<file path="src/rtl/booth_encoder.sv">
// Radix-4 Booth partial-product generator: decodes one 3-bit multiplier window
// and registers the selected signed multiple of M, sign-extended to 2*WIDTH bits.
module booth_encoder #(
    parameter int WIDTH = 32
) (
    input  logic               clk,
    input  logic               rst,
    input  logic               in_valid,
    input  logic [2:0]         bits,
    input  logic [WIDTH-1:0]   M,
    output logic [2*WIDTH-1:0] current_M,
    output logic               out_valid,
    output logic               neg,
    output logic               two,
    output logic               zero
);

    logic [2*WIDTH-1:0] m_ext;
    logic [2*WIDTH-1:0] magnitude;
    logic [2*WIDTH-1:0] selected;
    logic               sel_zero;
    logic               sel_two;
    logic               sel_neg;

    // 111 selects zero, so it must not raise neg (no negative zero).
    always_comb begin
        sel_zero = (bits == 3'b000) || (bits == 3'b111);
        sel_two  = (bits == 3'b011) || (bits == 3'b100);
        sel_neg  = bits[2] && (bits != 3'b111);
    end

    // Working in 2*WIDTH bits means -2*(-2^(WIDTH-1)) cannot overflow.
    always_comb begin
        m_ext     = {{WIDTH{M[WIDTH-1]}}, M};
        magnitude = sel_two ? (m_ext << 1) : m_ext;
        selected  = '0;
        if (!sel_zero) begin
            selected = sel_neg ? -magnitude : magnitude;
        end
    end

    always_ff @(posedge clk or posedge rst) begin
        if (rst) begin
            current_M <= '0;
            out_valid <= 1'b0;
            neg       <= 1'b0;
            two       <= 1'b0;
            zero      <= 1'b1;
        end else begin
            out_valid <= in_valid;
            if (in_valid) begin
                current_M <= selected;
                neg       <= sel_neg;
                two       <= sel_two;
                zero      <= sel_zero;
            end
        end
    end

endmodule

</file>
<file path="config.mk">
export PLATFORM = sky130hd
export DESIGN_NAME = booth_encoder
export DESIGN_NICKNAME = d
export VERILOG_FILES = /design/src/rtl/booth_encoder.sv
export SDC_FILE = /design/constraint.sdc
export NUM_CORES = 1
export LEC_CHECK = 0
export CAP_MARGIN = 20
export CORE_ASPECT_RATIO = 1.5
export CORE_MARGIN = 3
export CORE_UTILIZATION = 46
export DETAILED_ROUTE_END_ITERATION = 8
export HOLD_SLACK_MARGIN = 0.02
export PLACE_DENSITY = 0.72
export SLEW_MARGIN = 20
export SYNTH_ARGS = -nofsm -noshare
export SYNTH_HDL_FRONTEND = slang
export SYNTH_SLANG_ARGS = --single-unit
</file>
<file path="constraint.sdc">
create_clock -name clk -period 2.85 [get_ports clk]
set_input_delay 0.855 -clock clk [delete_from_list [all_inputs] [get_ports clk]]
set_output_delay 0.855 -clock clk [all_outputs]
set_load 0.02 [all_outputs]
</file>
==> flow_summary.yaml <==
job:
  cap_violations: 0
drt:
  drt_iter0_drc: 454
  via_count: 5580
  antenna_left: 0
  firstDrtPassIters: 5
  wire_per_inst_um: 20.5
  finalWirelength_mm: 18.3
  vias_per_cell: 6.27
  drc: 0
synth:
  syn-instance-count: 544
  synth.avg_cell_area_sq_um: 8.26
  yosysSeqAreaShare_pct: 37.9
  yosysUniqueCellTypes: 75
  synth_nets: 583
  synthFlopType: "dfrtp_1"
  async_flop_share_pct: 100
  synth-seq-cells: 68
  netlist_area_sq_mm: 0.00449
  synth_edf_count: 0
  ys_warn_count: 0
timing:
  skew_ns: 0
  worst_slew_pin_slew_ns: 0.697
  finalCriticalPeriod_ns: 3.07
  max_freq_ghz: 0.326
  fin_ws_ns: -0.220
  relSlewSlack_pct: 52.9
  rsz0062_at_grt: "true"
  maxSlewViolCount: 0
  fin_crit_sh_pct: 108
  setup_violations: 32
  hold_violations: 0
global_routing:
  grt-ovfl-total: 0
  gr-usage-all-layers_pct: 33.0
  grt_max_degree: 50
  grt_pass1_wl_mm: 28.7
  antenna_found_initial: 0
  grt_pass1_vias: 5571
finish:
  nFillCells: 637
  layout_commonest_cell: "buf_4"
  synthToLayoutAreaGrowth_pct: 66.2
  insertedDiodeCount: 0
  instances_no_fill: 890
  nets: 812
  final_cell_mix: "buf_4 (145), clkdlybuf4s50_1 (99), nand2_1 (69)"
  layout-drive-gt1-share_pct: 31.6
clock_network:
  ctsHtreeMaxLevel: 3
  numCtsBuffers: 9
  clockRootBuffer: "clkbuf_16"
  clock-sinks: 68
  clkLatencyLatePin_ns: 0.33
  cts_tree: "done"
  cts.hold.buffers_added: 0
  path_clk_slew_ns: 0.06
  ctsLongestPathBuffers: 2
die:
  die-width_um: 86.7
  top_level_ports: 106
  coreArea_sq_mm: 0.00936
  die_h_um: 127
  rows: 43
  dieArea_sq_mm: 0.0110
  initial_utilization_pct: 48.0
status:
  status: "finished, violations left"
  violations: "setup timing"
place:
  io_buffers: 105
  dp.cells: 856
  dpl.hpwl_mm: 12.9
  pre_cts_ws_ns: -0.988
  gp_congestion: 0.951
setup_path:
  path_class: "primary input to flop"
  worstPathRequired_ns: 3.12
  crit_path_end_kind: "flop"
  crit_start: "bits[0]"
  arrival_ns: 3.34
  reg2reg_from: "current_M[11]"
  start_kind: "primary input"
  ff2ff_path_depth: 4
  crit_fanout: 7
worst_hold_path:
  hold_class: "flop to flop"
  hp-start: "current_M[63]"
  holdPathStages: 2
power_and_ir_drop:
  power_w: 0.00343
  leakagePower_nw: 3.35
  power_density_mw_per_mm2: 459
  ir_worst_vdd_v: 0.000528
[Yosys cell counts (3+ instances only)]
| master | count | area [sq um] |
|---|---|---|
| a31oi_1 | 12 | 75.1 |
| a41oi_1 | 3 | 26.3 |
| xnor2_1 | 14 | 123 |
| or3_1 | 9 | 56.3 |
| a22o_1 | 13 | 114 |
| xor2_1 | 3 | 26.3 |
| nor2_1 | 34 | 128 |
| or4_1 | 5 | 37.5 |
| a21oi_1 | 26 | 130 |
| a2111oi_0 | 3 | 26.3 |
| o21ai_0 | 25 | 125 |
| nand2b_1 | 3 | 18.8 |
| nor4_1 | 5 | 31.3 |
| clkbuf_1 | 38 | 143 |
| nand2_1 | 71 | 267 |
| mux2_2 | 3 | 33.8 |
| o311ai_0 | 4 | 35.0 |
| a21boi_0 | 6 | 45.0 |
| nor2b_1 | 3 | 18.8 |
| nand3_1 | 52 | 260 |
| a21o_1 | 5 | 37.5 |
| a211oi_1 | 6 | 45.0 |
| dfrtp_1 | 67 | 1680 |
| nand4_1 | 12 | 75.1 |
| and2_1 | 3 | 18.8 |
| o31ai_1 | 4 | 30.0 |
| a211o_1 | 3 | 26.3 |
| mux2i_1 | 10 | 100 |
| inv_1 | 8 | 30.0 |
| nor3b_1 | 4 | 30.0 |
| buf_2 | 4 | 20.0 |
| o2bb2ai_1 | 5 | 43.8 |
| buf_1 | 3 | 11.3 |
| a22oi_1 | 6 | 45.0 |
| o211ai_1 | 4 | 30.0 |
| nor3_1 | 20 | 100 |
[flip-flops by register name, indices dropped and copies added (netlist names)]
name / count
neg: 1
two: 1
current_M: 64
zero: 1
out_valid: 1
[what timing repair did]
item,4_1_cts,5_1_grt
endpoints found under the setup margin,58,50
cloned,1,0
pin swaps,18,26
gates resized for setup,52,28
buffers inserted,14,7
[kinds of logic (layout without fill, tap and decap cells)]
| group | Yosys count | in the layout | synth area share [%] |
|---|---|---|---|
| adder cells (fa/ha/maj) | 1 | 1 | 0.278 |
| multiplexers | 13 | 13 | 2.98 |
| XOR/XNOR | 17 | 17 | 3.31 |
| buffers and inverters | 56 | 290 | 5.12 |
| flip-flops | 68 | 68 | 37.9 |
| AO/OA/AOI/OAI | 151 | 151 | 23.9 |
| AND/OR/NAND/NOR | 238 | 238 | 26.5 |
[final cells by class]
type	count	area [sq um]	area share [%]
flip-flops and latches	68	1700	22.8
well taps	112	140	1.88
clock inverters	6	40.0	0.536
clock buffers	10	239	3.20
repair buffers	265	2370	31.7
multi-input cells	420	2950	39.4
inverters	9	33.8	0.452
[worst max-delay path: stages]
cell and delay [ns]:
buf_6 0.10, or3b_4 0.43, nand2_8 0.08, mux2i_2 0.23, ha_2 0.25, nand2b_4 0.07
a211oi_2 0.20, or2_4 0.18, buf_6 0.10, buf_4 0.11, buf_8 0.14, nand3_4 0.09
or4_1 0.42, nand3_1 0.08
[path summary, 6_finish.rpt]
check                                end  slack (ns)
max                        current_M[32]       -0.22
min                        current_M[63]        0.49
max reg2reg                current_M[11]        1.74
min reg2reg                current_M[63]        0.49
max in group asynchronous  current_M[31]        1.35
min in group asynchronous  current_M[12]        0.87
[where the power goes]
part           internal (W)  switching (W)  total, W
Sequential          0.00109      0.0000817   0.00117
Combinational      0.000587       0.000629   0.00122
Clock              0.000610       0.000428   0.00104
[layer usage]
metal,global-route usage (%),up-vias,routed length [um]
met2,57.8,313,9490
met1,37.8,2684,6760
met3,5.48,89,1040
li1,-,2494,-
met5,0,-,0
met4,17.1,0,976
[stage by stage]
stage                     cell area, sq um  TNS (ns)  hold slack, ns  util [%]
final                                 7470     -4.76           0.495      79.8
after global routing                  7470     -6.43           0.517      79.8
after CTS                             7300     -2.79           0.497      78.0
after detailed placement              6710    -42.84           0.478      71.7
after global placement                6710    -39.76           0.464      71.7
after floorplan                       4660    -23.66           0.514         -
Power figures use the tool's default switching activity.
